===== config.mk =====
export PLATFORM = sky130hd
export DESIGN_NAME = pipe_event_counter_flat
export DESIGN_NICKNAME = d
export VERILOG_FILES = /design/src/rtl/pipe_event_counter_if.sv /design/src/rtl/pipe_event_counter.sv /design/src/flat_wrapper.sv
export SDC_FILE = /design/constraint.sdc
export NUM_CORES = 1
export LEC_CHECK = 0
export CORE_MARGIN = 2
export CORE_UTILIZATION = 55
export CTS_BUF_LIST = sky130_fd_sc_hd__clkbuf_16
export CTS_CLUSTER_SIZE = 25
export DETAILED_ROUTE_END_ITERATION = 10
export GPL_TIMING_DRIVEN = 0
export PLACE_DENSITY = 0.75
export REMOVE_ABC_BUFFERS = 1
export SYNTH_ARGS = -nofsm -noshare
export SYNTH_HDL_FRONTEND = slang
export SYNTH_SLANG_ARGS = --single-unit

===== constraint.sdc =====
create_clock -name clk_i -period 2.3 [get_ports clk_i]
set_input_delay 0.46 -clock clk_i [delete_from_list [all_inputs] [get_ports clk_i]]
set_output_delay 0.46 -clock clk_i [all_outputs]
set_load 0.1 [all_outputs]

===== src/rtl/pipe_event_counter_if.sv =====
// Counter read-back port: a request is sampled at a clock edge and answered one cycle later.
// Handshake: rd_req_i is a single-cycle pulse sampled at edge N; rd_ack_o is high for exactly the
// cycle after edge N and rd_data_o is valid only while rd_ack_o=1. There is no stall path.
interface pipe_event_counter_if #(
  parameter int CNT_W = 32
);
  logic             rd_req_i;
  logic [2:0]       rd_sel_i;
  logic [CNT_W-1:0] rd_data_o;
  logic             rd_ack_o;

  modport master (
    output rd_req_i,
    output rd_sel_i,
    input  rd_data_o,
    input  rd_ack_o
  );

  modport slave (
    input  rd_req_i,
    input  rd_sel_i,
    output rd_data_o,
    output rd_ack_o
  );
endinterface


===== src/rtl/pipe_event_counter.sv =====
// Pipeline event counters (cycle/stall/flush/retire) with a snapshot bank and a one-cycle read port.
// Counting runs only in RUN and freezes in DONE once the cycle budget is spent.
module pipe_event_counter #(
  parameter int CNT_W       = 32,
  parameter int CYCLE_LIMIT = 64
) (
  input  logic                 clk_i,
  input  logic                 rst_i,
  input  logic                 start_i,
  input  logic                 stall_i,
  input  logic                 branch_i,
  input  logic                 flush_i,
  input  logic                 retire_i,
  input  logic                 clr_i,
  input  logic                 snap_i,
  pipe_event_counter_if.slave  rd,
  output logic                 run_o,
  output logic                 done_o
);

  typedef enum logic [1:0] {
    ST_IDLE = 2'd0,
    ST_RUN  = 2'd1,
    ST_DONE = 2'd2
  } state_e;

  // Counter bank index: 0=cycle 1=stall 2=flush 3=retire.
  localparam int N_CNT = 4;
  localparam logic [63:0] LIMIT_64 = 64'(CYCLE_LIMIT);

  state_e           state_q, state_d;
  logic [CNT_W-1:0] cnt_q  [N_CNT];
  logic [CNT_W-1:0] cnt_d  [N_CNT];
  logic [CNT_W-1:0] snap_q [N_CNT];
  logic [CNT_W-1:0] snap_d [N_CNT];
  logic [CNT_W-1:0] rd_data_q, rd_data_d;
  logic             rd_ack_q, rd_ack_d;

  function automatic logic [CNT_W-1:0] sat_inc(input logic [CNT_W-1:0] v);
    return (&v) ? v : v + CNT_W'(1);
  endfunction

  always_comb begin
    state_d   = state_q;
    cnt_d     = cnt_q;
    snap_d    = snap_q;
    rd_ack_d  = rd.rd_req_i;
    rd_data_d = rd_data_q;

    // Reads see the registered (pre-increment) values of this edge.
    if (rd.rd_req_i) begin
      rd_data_d = rd.rd_sel_i[2] ? snap_q[rd.rd_sel_i[1:0]] : cnt_q[rd.rd_sel_i[1:0]];
    end

    if (clr_i) begin
      for (int i = 0; i < N_CNT; i++) begin
        cnt_d[i]  = '0;
        snap_d[i] = '0;
      end
      state_d = start_i ? ST_RUN : ST_IDLE;
    end else begin
      if (snap_i) begin
        snap_d = cnt_q;
      end
      case (state_q)
        ST_IDLE: begin
          if (start_i) state_d = ST_RUN;
        end
        ST_RUN: begin
          cnt_d[0] = sat_inc(cnt_q[0]);
          if (stall_i && !branch_i) cnt_d[1] = sat_inc(cnt_q[1]);
          if (flush_i)              cnt_d[2] = sat_inc(cnt_q[2]);
          if (retire_i)             cnt_d[3] = sat_inc(cnt_q[3]);
          // The budget is met on the edge where the cycle count reaches the limit.
          if ((CYCLE_LIMIT != 0) && (64'(cnt_d[0]) == LIMIT_64)) begin
            state_d = ST_DONE;
          end else if (!start_i) begin
            state_d = ST_IDLE;
          end
        end
        ST_DONE: begin
          state_d = ST_DONE;
        end
        default: begin
          state_d = ST_IDLE;
        end
      endcase
    end
  end

  always_ff @(posedge clk_i or negedge rst_i) begin
    if (!rst_i) begin
      state_q   <= ST_IDLE;
      rd_data_q <= '0;
      rd_ack_q  <= 1'b0;
      for (int i = 0; i < N_CNT; i++) begin
        cnt_q[i]  <= '0;
        snap_q[i] <= '0;
      end
    end else begin
      state_q   <= state_d;
      rd_data_q <= rd_data_d;
      rd_ack_q  <= rd_ack_d;
      for (int i = 0; i < N_CNT; i++) begin
        cnt_q[i]  <= cnt_d[i];
        snap_q[i] <= snap_d[i];
      end
    end
  end

  assign rd.rd_data_o = rd_data_q;
  assign rd.rd_ack_o  = rd_ack_q;
  assign run_o        = (state_q == ST_RUN);
  assign done_o       = (state_q == ST_DONE);

endmodule

===== src/flat_wrapper.sv =====
// flat-port wrapper written by rule: the top's interface ports become plain ports
module pipe_event_counter_flat 
#(
  parameter int CNT_W       = 32,
  parameter int CYCLE_LIMIT = 64
)
  (clk_i, rst_i, start_i, stall_i, branch_i, flush_i, retire_i, clr_i, snap_i, run_o, done_o, rd_rd_req_i, rd_rd_sel_i, rd_rd_data_o, rd_rd_ack_o);
  pipe_event_counter_if #(.CNT_W(CNT_W)) rd_i ();
  input  logic clk_i;
  input  logic rst_i;
  input  logic start_i;
  input  logic stall_i;
  input  logic branch_i;
  input  logic flush_i;
  input  logic retire_i;
  input  logic clr_i;
  input  logic snap_i;
  output logic run_o;
  output logic done_o;
  input wire logic [$bits(rd_i.rd_req_i)-1:0] rd_rd_req_i;
  input wire logic [$bits(rd_i.rd_sel_i)-1:0] rd_rd_sel_i;
  output wire logic [$bits(rd_i.rd_data_o)-1:0] rd_rd_data_o;
  output wire logic [$bits(rd_i.rd_ack_o)-1:0] rd_rd_ack_o;
  assign rd_i.rd_req_i = rd_rd_req_i;
  assign rd_i.rd_sel_i = rd_rd_sel_i;
  assign rd_rd_data_o = rd_i.rd_data_o;
  assign rd_rd_ack_o = rd_i.rd_ack_o;
  pipe_event_counter #(.CNT_W(CNT_W), .CYCLE_LIMIT(CYCLE_LIMIT)) u_core (.clk_i(clk_i), .rst_i(rst_i), .start_i(start_i), .stall_i(stall_i), .branch_i(branch_i), .flush_i(flush_i), .retire_i(retire_i), .clr_i(clr_i), .snap_i(snap_i), .rd(rd_i), .run_o(run_o), .done_o(done_o));
endmodule

Yosys cells after proc, flatten, opt, wreduce, memory -nomap -nowiden:

Index checks and enable logic that the tools add are counted.
W data, S select, Z words.

* bits in registers: 291
* latch bits: 0
* bits in writable memories: 0
* bits in read-only memories: 0
* input bits: 13
* word-level logic and storage cells: 65
* memories: 0

* add/subtract/negate cells: 4
* multiply operators: 0
* div/mod/pow operators: 0
* magnitude comparators: 1
* equal/unequal tests: 8
* shift operators: 0
* muxes and demuxes: 24
* bitwise gates (word level): 1
* reduce and logical (&&, ||, !) cells: 16

Operators with widths (count)
* $mux W128: 4
* $mux W32: 12
* $add A32 B1 Y32 const B: 4
* $bmux W32 S2: 2
* $reduce_and A32 Y1: 4
* $eq A32 B7 Y1 const B: 1
* $reduce_bool A2 Y1: 5
* $reduce_and A3 Y1: 3
* $mux W2: 4
* $ne A2 B2 Y1 const B: 3
* $pmux W2 S3: 1
* $ne A4 B3 Y1 const B: 1
* $ge A3 B3 Y1 const B: 1
* $ne A3 B3 Y1 const B: 1
* $not A2 Y3: 1
* $eq A2 B1 Y1 const B: 1
* $eq A2 B2 Y1 const B: 1
* $logic_not A2 Y1: 1
* $reduce_and A2 Y1: 1
* $logic_and A1 B1 Y1: 1
* $logic_not A1 Y1: 1
* $mux W1: 1

Longest topological paths before layout:

Gate-level depths: netlist of the first run.

* word-level depth: 6
* gate-level depth with buffers: 11
* depth with buffers taken out: 8

Least setup slack after synthesis of the first run:

No wires, ideal clock.

* path kind: reg2reg
* start: register u_core.state_q[1]
* end: register u_core.cnt_q[80] (netlist bit)
* arrival time: 2585 ps
* slack: -363 ps
* cell stages (with the launch flop): 8
* path buffers: 0
* period minus slack after synthesis: 2663 ps
* path through: dfrtp_1 nand2b_1 inv_1 nand3b_1 a211oi_2 nand2_1 or3_1 a21oi_1

* cells in the longest elaborated chain, start to end: 3

Ends and longest elaborated chain
* start, declared: RTL line pipe_event_counter.sv:31 `state_e state_q, state_d;`
* start signal, assigned: RTL line pipe_event_counter.sv:101 `state_q <= state_d;`
* $eq A2 B1 Y1
* named net run_o: RTL line flat_wrapper.sv:18 `output logic run_o;`
* $reduce_bool A2 Y1 (no line)
* $reduce_and A3 Y1 (no line)
* end signal, assigned by index: RTL line pipe_event_counter.sv:105 `cnt_q[i] <= cnt_d[i];`
* end, declared: RTL line pipe_event_counter.sv:32 `logic [CNT_W-1:0] cnt_q [N_CNT];`

The timed path passes the listed nets, and every way through them passes these cells.
A chain may end at the register's enable or synchronous reset.

Worst setup path after layout of the first run:

* start: register u_core.cnt_q[111] (netlist bit)
* end: register u_core.cnt_q[127] (netlist bit)

* cells in the longest elaborated chain, start to end: 4
* elaborated cells on any way between the ends: 5

Ends and longest elaborated chain
* $add A32 B1 Y32 or $reduce_and A32 Y1 (tied branches): RTL line pipe_event_counter.sv:40 `return (&v) ? v : v + CNT_W'(1);`
* $mux W32 (*): RTL line pipe_event_counter.sv:40
* $mux W128 (*): RTL line pipe_event_counter.sv:65 `case (state_q)`
* $mux W128 (*): RTL line pipe_event_counter.sv:55 `if (clr_i) begin`

Every way passes the cells marked *; elsewhere a longest branch is shown, timed or not. The select of a mux whose other input is x is not followed.

==> impl_metrics.csv, run 1 <==
group,metric,value,unit
timing,grt_setup_unrepaired,"true",
placed_design,place_congestion,0.916,
timing,setup_slack,-19.4,ps
clock_network,clk_pin_slew_worst_paths,60,ps
synth,async_flop_share,100,%
routing,drc,0,
timing,fmax,0.431,GHz
timing,finalSetupViolCount,2,
power,max-vdd-ir-drop,0.541,mV
worst_setup_path,required,2710,ps
routing,firstDrtPassIters,5,
routing,drt-initial-drc-count,866,
power,leakage,8.25,nW
global_routing,antenna_found_initial,0,
placed_design,portBuffers,47,
layout,drive_gt1_share,22.9,%
timing,hold_ws,368,ps
layout,utilization,66.2,%
synth,synth_area_leaders,"dfrtp_1 47%, mux2i_1 10%, mux4_2 9.3%",
timing,min_period,2320,ps
layout,finalNonFillerCells,1956,
synth,yosys.area.top_type,"dfrtp_1",
synth,ys.flop_type,"dfrtp_1",
routing,postRouteAntennaNets,0,
floorplan,start_util,55.7,%
synth,syn_area_per_cell,10.5,µm²
floorplan,die_w,171,µm
timing,tightest_slew,964,ps
clock_network,cts.htree.levels,1,
power,power.density,590,nW/µm²
global_routing,globalRoute.totalOverflow,0,
synth,synth_cell_type_count,58,
timing,hold_viol,0,
clock_network,clock-sinks,291,
synth,synth_cells,1465,
synth,netlist.area_leader.share,47.2,%
synth,synth_area,15400,µm²
worst_setup_path,critPathMaxFanout,8,
floorplan,die_height,171,µm
routing,wl_per_cell,20.1,µm
global_routing,grt.total_usage,27.0,%
floorplan,rows,61,
routing,wl,39.4,mm
clock_network,cts_root_buf,"clkbuf_16",
status,status,"finished, violations left",
job,drv_cap,0,
global_routing,grt_pass1_wl,62.5,mm
routing,via_per_inst,6.05,
floorplan,core,27700,µm²
layout,final_nets,1571,
floorplan,io_pins,48,
synth,synth_edf_count,0,
global_routing,grt_pass1_vias,11500,
worst_setup_path,path_class,"reg -> reg",
timing,finClkSkew,19.5,ps
synth,ys_seq_area_share,47.2,%
timing,slew_headroom,36.0,%
clock_network,clk_path_buf_depth,3,
clock_network,cts_tree,"yes",
layout,fillers,2106,
status,violations,"negative setup slack",
synth,synth_most_common_cell,"nor2_1",
synth,synth-seq-cells,291,
worst_setup_path,end_kind,"register",
timing,slew_violations,0,
placed_design,dpl.cell_count,1791,
synth,ys.warnings.count,0,
global_routing,grt_max_degree,158,
clock_network,clk_latency,570,ps
layout,area_growth,18.8,%
timing,finalCritPeriodShare,101,%
worst_hold_path,hp-class,"in -> reg",
placed_design,dpl.hpwl,24.8,mm
clock_network,cts_buffers,31,
synth,synth_common_cells,"306 x nor2_1, 291 x dfrtp_1, 161 x mux2i_1",
routing,vias,11800,
worst_setup_path,startpoint_type,"register",
floorplan,dieArea,29400,µm²
worst_setup_path,critPathArrivalTime,2730,ps
## cells in the final DEF, fill, tap and decap left out, drive strengths merged, types with 3 or more instances in the layout
cell           synthesis  final
a21oi                 62     62
nand2                 71     71
buf                   32    123
a31oi                  5      5
clkinv                 0     18
a211oi                 3      3
nor2                 306    306
and3                  24     24
nor4b                  6      6
xnor2                 41     41
or4                    3      3
nor4                  16     16
a2111oi                3      3
o2111ai                3      3
or2                    3      3
mux4                  64     64
nor3                  18     18
nand2b                 3      3
nand3                 51     51
dlygate4sd2            0     33
dfrtp                291    291
mux2i                161    161
clkdlybuf4s50          0      5
or3                   17     17
xor2                  73     73
ha                     4      4
o21ai                 22     22
nand4                 50     50
clkbuf                75     32
inv                   12     18
and4                  16     16
and2                  11     11
## state kept, by name (all words and copies together) (netlist names)
| signal | count |
|---|---|
| u_core.cnt_q | 128 |
| u_core.rd.rd_ack_o | 1 |
| u_core.rd.rd_data_o | 32 |
| u_core.snap_q | 128 |
| u_core.state_q | 2 |
## final cells by class
class	instances	area [µm²]	area share [%]
timing repair buffer	163	1490	8.12
clock inverter	25	136	0.744
sequential	291	7360	40.1
clock buffer	31	776	4.23
tap	378	473	2.58
multi-input combinational	1055	8050	43.9
antenna	1	2.50	0.0137
inverter	12	47.5	0.259
## what timing repair did
action / in CTS / in global routing
gates resized for setup: 135 / 54
gates cloned: 0 / 1
setup buffers: 56 / 50
pin swaps: 23 / 20
endpoints found under the setup margin: 164 / 92
hold buffers: 1 / 0
hold endpoints to repair: 67 / 0
## power breakdown
| part | switching [mW] | internal, mW | total (mW) |
|---|---|---|---|
| registers | 0.0341 | 5.18 | 5.21 |
| clock network | 2.04 | 2.53 | 4.58 |
| logic | 0.758 | 0.262 | 1.02 |
## worst max-delay path, cell delays in order, from the launching register on
cell and delay, ps:
dfrtp_2 440, buf_4 160, and3_4 170, and4_4 220, and3_4 220, or4_4 560, nor3_2 200, xnor2_1 130
nor2_1 50
## path summary, 6_finish.rpt
| kind | start | to | slack (ps) | cells after the start |
|---|---|---|---|---|
| min in group asynchronous | rst_i | u_core.rd.rd_data_o[10]$_DFFE_PN0P_ | 430 | 2 |
| max in group asynchronous | rst_i | u_core.cnt_q[88]$_DFFE_PN0P_ | 830 | 3 |
| min reg2reg | u_core.rd.rd_data_o[28]$_DFFE_PN0P_ | u_core.rd.rd_data_o[28]$_DFFE_PN0P_ | 510 | 2 |
| min | clr_i | u_core.snap_q[40]$_DFFE_PN0P_ | 370 | 2 |
| max reg2reg | u_core.cnt_q[111]$_DFFE_PN0P_ | u_core.cnt_q[127]$_DFFE_PN0P_ | -20 | 8 |
| max | u_core.cnt_q[111]$_DFFE_PN0P_ | u_core.cnt_q[127]$_DFFE_PN0P_ | -20 | 8 |
## through the flow
step                total power [mW]  instance area, µm²  setup TNS, ps  worst slack, ps
global route                    11.1               18300           -365            -93.7
floorplan                       5.81               15000         -12230             -542
finish                          10.8               18300          -29.6            -19.4
CTS                             10.9               17800           -180             -127
detailed placement              6.32               16100         -66690            -1100
global placement                6.38               15900       -5039060           -11770
## logic make-up after synthesis
group | share of synthesized area (%)
xor+xnor | 6.47
fa+ha+maj | 0.325
flops | 47.2
mux | 19.8
simple gates | 18.7
buf+inv | 3.19
compound gates | 4.30
## per-layer routing
layer	share of wire, %	global-route usage [%]	vias up
met5	0	0	-
met4	3.3	8.88	0
met3	4.7	3.06	79
met2	49	43.9	336
met1	43	38.1	6059
li1	-	-	5361
Note: power is estimated with default switching activity, not from simulation.
==> run 2, diff against run 1 <==
- CORE_MARGIN: 2 -> 5
- GPL_TIMING_DRIVEN: 0 -> default
==> impl_metrics.csv, run 2 (synthesis results as in run 1) <==
group,metric,value,unit
status,status,"finished, violations left",
status,violations,"negative setup slack",
floorplan,die_height,177,µm
global_routing,grt_pass1_vias,12400,
clock_network,cts_root_buf,"clkbuf_16",
routing,via_per_inst,5.89,
worst_setup_path,r2r-start,"u_core.cnt_q[97]$_DFFE_PN0P_",
power,p_total,11.1,mW
routing,postRouteAntennaNets,0,
layout,utilization,69.1,%
worst_setup_path,critPathArrivalTime,2900,ps
timing,hold_ws,266,ps
worst_setup_path,end_kind,"register",
routing,wl_per_cell,19.9,µm
routing,vias,12300,
layout,area_growth,24.2,%
floorplan,die_w,177,µm
timing,finalCritPeriodShare,109,%
worst_setup_path,startpoint_type,"register",
layout,final_cell_mix,"304 x nor2_1, 290 x dfrtp_1, 265 x buf_4",
worst_hold_path,worstHoldStart,"clr_i",
layout,final_nets,1709,
global_routing,grt_max_degree,97,
placed_design,dpl.cell_count,2015,
clock_network,clk_path_buf_depth,3,
routing,firstDrtPassIters,5,
worst_hold_path,holdPathEnd,"u_core.cnt_q[94]$_DFFE_PN0P_",
timing,fmax,0.398,GHz
clock_network,cts.htree.levels,2,
job,drv_cap,0,
floorplan,core,27700,µm²
floorplan,start_util,55.7,%
power,leakage,8.92,nW
global_routing,globalRoute.totalOverflow,0,
timing,finalSetupViolCount,3,
layout,diodes,0,
timing,tightest_slew,1020,ps
timing,setup_slack,-210,ps
worst_setup_path,regToRegSetupSlack,-210,ps
worst_setup_path,critPathMaxFanout,2,
worst_setup_path,required,2690,ps
global_routing,grt.total_usage,26.4,%
clock_network,clock-sinks,291,
layout,drive_gt1_share,26.5,%
worst_hold_path,hp-class,"in -> reg",
worst_hold_path,hold_depth,2,
worst_setup_path,path_class,"reg -> reg",
layout,finalNonFillerCells,2090,
layout,final_common_cell,"nor2_1",
placed_design,place_congestion,0.957,
power,max-vdd-ir-drop,0.546,mV
placed_design,dpl.hpwl,28.7,mm
power,power.density,578,nW/µm²
clock_network,clk_latency,510,ps
placed_design,portBuffers,47,
timing,finClkSkew,17.3,ps
timing,slew_violations,0,
global_routing,grt_pass1_wl,66.4,mm
floorplan,io_pins,48,
clock_network,cts_buffers,34,
routing,wl,41.6,mm
timing,min_period,2510,ps
worst_setup_path,reg2regPathDepth,9,
clock_network,clk_pin_slew_worst_paths,60,ps
routing,drt-initial-drc-count,1170,
floorplan,dieArea,31500,µm²
routing,drc,0,
global_routing,antenna_found_initial,0,
timing,slew_headroom,32.0,%
floorplan,rows,61,
worst_setup_path,reg2reg_to,"u_core.state_q[0]$_DFFE_PN0P_",
timing,hold_viol,0,
clock_network,cts_tree,"yes",
timing,grt_setup_unrepaired,"true",
==> run 2: cell count changes in the layout (fill, tap and decap cells not counted), sizes merged, moves of 4 or more <==
cell	delta
clkinv	-7
inv	+4
dlygate4sd2	-33
buf	+168
clkbuf	+4
==> run 2: what timing repair did <==
item	CTS	global route
pin swaps	4	39
hold endpoints to repair	48	0
gates resized for setup	9	44
cloned	1	1
endpoints found under the setup margin	32	57
buffers inserted	1	16
hold buffers	1	0
==> run 2: where the power goes <==
part | switching (mW) | total [mW] | internal, mW
logic | 0.772 | 1.08 | 0.306
clock network | 2.05 | 4.79 | 2.74
registers | 0.0308 | 5.21 | 5.18
==> run 2: layout make-up <==
cell class	instances	area, µm²
clock buffers	35	876
multi-input cells	1055	7900
clock inverters	21	93.8
repair buffers	298	2470
flip-flops and latches	291	7280
fillers	2035	8560
inverters	12	45.0
well taps	378	473
==> run 2: stage by stage <==
step / setup TNS, ps / setup slack (ps) / area (µm²)
floorplan: -12230 / -542 / 15000
CTS: -93.5 / -93.5 / 18800
global placement: -1110 / -194 / 17800
detailed placement: -1690 / -212 / 17800
finish: -351 / -210 / 19100
global route: -1190 / -260 / 19100
==> run 2: how the worst max path moves through the flow <==
stage	from	cells past startpoint	endpoint	slack, ps
finish	u_core.cnt_q[97]$_DFFE_PN0P_	9	u_core.state_q[0]$_DFFE_PN0P_	-210
global placement	retire_i	6	u_core.cnt_q[13]$_DFFE_PN0P_	-190
floorplan	u_core.state_q[1]$_DFFE_PN0P_	7	u_core.cnt_q[81]$_DFFE_PN0P_	-540
CTS	u_core.cnt_q[97]$_DFFE_PN0P_	9	u_core.state_q[0]$_DFFE_PN0P_	-90
global route	u_core.cnt_q[97]$_DFFE_PN0P_	9	u_core.state_q[0]$_DFFE_PN0P_	-260
detailed placement	retire_i	6	u_core.cnt_q[13]$_DFFE_PN0P_	-210
==> run 2: per-layer routing <==
layer | up-vias | global-route usage (%) | share of wire, %
li1 | 5617 | - | -
met1 | 6231 | 37.6 | 43
met2 | 373 | 43.2 | 48
met3 | 82 | 3.64 | 5.8
met4 | 0 | 7.19 | 3.0
met5 | - | 0 | 0
==> run 2: critical path: stages (launching register included) <==
cell and delay [ps]:
dfrtp_1 380, ha_2 200, nand3_2 90, or4_4 510
nor4b_4 260, a211oi_2 70, a2111oi_2 380, buf_4 210
o2111ai_4 100, o21a_1 210
==> run 3, diff against run 2 <==
- ABC_AREA: default -> 1
- CORE_UTILIZATION: 55 -> 56
- PLACE_DENSITY: 0.75 -> default
- PLACE_DENSITY_LB_ADDON: default -> 0.2
==> impl_metrics.csv, run 3 <==
group,metric,value,unit
placed_design,portBuffers,47,
synth,synth_edf_count,0,
synth,ys.flop_type,"dfrtp_1",
layout,final_cell_mix,"348 x nand2_1, 335 x inv_1, 288 x dfrtp_1",
synth,synth_common_cells,"351 x nand2_1, 327 x inv_1, 291 x dfrtp_1",
worst_hold_path,hp-class,"in -> async",
layout,final_nets,2268,
timing,final.setup.tns,0,ps
timing,tightest_slew,693,ps
placed_design,dpl.hpwl,39.5,mm
synth,async_flop_share,100,%
synth,synth_top_family_by_area,"compound AO/OA/AOI/OAI gates",
synth,yosys.area_share.xor_xnor,1.36,%
synth,ys.warnings.count,0,
worst_setup_path,critPathArrivalTime,2620,ps
timing,hold_viol,0,
synth,ys_seq_area_share,45.2,%
synth,synth_most_common_cell,"nand2_1",
layout,finalNonFillerCells,2657,
routing,postRouteAntennaNets,0,
clock_network,clk_path_buf_depth,3,
clock_network,cts_tree,"yes",
routing,firstDrtPassIters,6,
routing,wl_per_cell,20.2,µm
power,max-vdd-ir-drop,0.742,mV
global_routing,grt_pass1_vias,15100,
layout,area_growth,17.7,%
clock_network,cts_root_buf,"clkbuf_16",
synth,synth_cell_type_count,46,
synth,netlist.area_leader.share,45.2,%
clock_network,clk_latency,520,ps
synth,synth_compound_area_share,22.0,%
power,leakage,7.85,nW
placed_design,place_congestion,0.992,
layout,final_common_cell,"nand2_1",
job,drv_cap,0,
timing,min_period,2200,ps
placed_design,dpl.cell_count,2594,
synth,synth_area,16100,µm²
synth,synth_fa_ha_area_share,0.311,%
floorplan,dieArea,32200,µm²
routing,via_per_inst,5.98,
timing,fmax,0.454,GHz
timing,finClkSkew,11.4,ps
floorplan,rows,62,
routing,drt-initial-drc-count,1718,
floorplan,io_pins,48,
floorplan,die_height,180,µm
worst_setup_path,required,2720,ps
worst_setup_path,startpoint_type,"register",
global_routing,antenna_found_initial,0,
routing,vias,15900,
global_routing,grt_max_degree,63,
timing,finalSetupViolCount,0,
layout,drive_gt1_share,12.3,%
layout,final_area,18900,µm²
worst_setup_path,path_class,"reg -> reg",
timing,slew_headroom,53.8,%
worst_setup_path,end_kind,"register",
worst_setup_path,critPathMaxFanout,5,
layout,fillers,2524,
status,status,"finished, final reports clean",
clock_network,clock-sinks,291,
routing,wl,53.6,mm
global_routing,grt_pass1_wl,84.4,mm
synth,synth_mux_area_share,0,%
placed_design,placed_area,17700,µm²
synth,synth_area_leaders,"dfrtp_1 45%, o21ai_0 8.4%, nand2_1 8.2%",
timing,grt_setup_unrepaired,"false",
floorplan,start_util,56.4,%
power,power.density,648,nW/µm²
layout,diodes,0,
floorplan,die_w,180,µm
timing,finalCritPeriodShare,95.8,%
routing,drc,0,
clock_network,clk_pin_slew_worst_paths,60,ps
timing,slew_violations,0,
global_routing,grt.total_usage,32.4,%
synth,synth_simple_gate_area_share,20.5,%
synth,synth_cells,2142,
synth,syn_area_per_cell,7.51,µm²
synth,yosys.area.top_type,"dfrtp_1",
clock_network,cts.htree.levels,2,
global_routing,globalRoute.totalOverflow,0,
floorplan,core,28500,µm²
clock_network,cts_buffers,34,
synth,synth-seq-cells,291,
## run 3: cell families after synthesis
group / count (synthesis)
XOR/XNOR: 25
AO/OA/AOI/OAI: 635
AND/OR/NAND/NOR: 740
buffers and inverters: 447
flip-flops: 291
adder cells (fa/ha/maj): 4
## run 3: per-layer routing
| metal | global-route usage [%] | vias to the layer above | part of all wire (%) |
|---|---|---|---|
| met2 | 48.7 | 735 | 44 |
| met1 | 47.9 | 7622 | 44 |
| li1 | - | 7426 | - |
| met4 | 11.6 | 0 | 4.0 |
| met3 | 4.99 | 111 | 8.2 |
| met5 | 0 | - | 0 |
## run 3: power breakdown
part           switching [mW]  internal [mW]  total (mW)  leakage, nW
clock network            2.13           3.21        5.34        0.567
logic                    1.24          0.414        1.66         3.28
registers              0.0689           5.22        5.29         4.00
total                    3.44           8.84        12.3         7.85
## run 3: cell type report
| type | instances | area, µm² | share of cell area [%] |
|---|---|---|---|
| sequential | 291 | 7290 | 38.5 |
| multi-input combinational | 1404 | 7180 | 37.9 |
| inverter | 333 | 1250 | 6.60 |
| timing repair buffer | 187 | 1660 | 8.76 |
| tap | 384 | 480 | 2.54 |
| clock buffer | 37 | 926 | 4.89 |
| clock inverter | 21 | 161 | 0.852 |
## run 3: path summary, 6_finish.rpt
| check | from | end | slack, ps | cells after the start |
|---|---|---|---|---|
| worst max-delay path | u_core.cnt_q[99]$_DFFE_PN0P_ | u_core.state_q[0]$_DFFE_PN0P_ | 100 | 13 |
| worst min-delay path | rst_i | u_core.cnt_q[23]$_DFFE_PN0P_ | 470 | 2 |
| worst max register to register | u_core.cnt_q[99]$_DFFE_PN0P_ | u_core.state_q[0]$_DFFE_PN0P_ | 100 | 13 |
| worst min register to register | u_core.cnt_q[49]$_DFFE_PN0P_ | u_core.cnt_q[49]$_DFFE_PN0P_ | 510 | 1 |
| max in group asynchronous | rst_i | u_core.rd.rd_data_o[10]$_DFFE_PN0P_ | 1070 | 3 |
| min in group clk_i | u_core.cnt_q[49]$_DFFE_PN0P_ | u_core.cnt_q[49]$_DFFE_PN0P_ | 510 | 1 |
## run 3: critical path, cell delays in order (launching register included)
cell,delay [ps]
dfrtp_1,460
nand2_1,150
nor2_2,220
nand2_1,190
nor2_2,270
nand2_1,90
nand2_1,60
nand3_1,90
nor2_1,100
nand2_1,80
nor2_2,160
nand3_1,90
nand3b_1,80
nand2_1,50
## run 3: per-stage QoR
stage               utilization (%)  hold slack [ps]  total power [mW]  worst slack, ps
finish                         66.4              470              12.3             96.0
global route                   66.4              508              12.7             2.33
CTS                            66.0              473              12.3             81.9
detailed placement             62.2              417              7.01            -70.8
global placement               62.2              413              6.99            -30.3
floorplan                         -              164              6.27            -1790
## run 3: repair_timing
action / CTS / global route
setup endpoints to repair: 0 / 23
buffers inserted: 0 / 4
endpoints found under the hold margin: 47 / 0
resized for setup: 0 / 23
hold buffers: 1 / 0
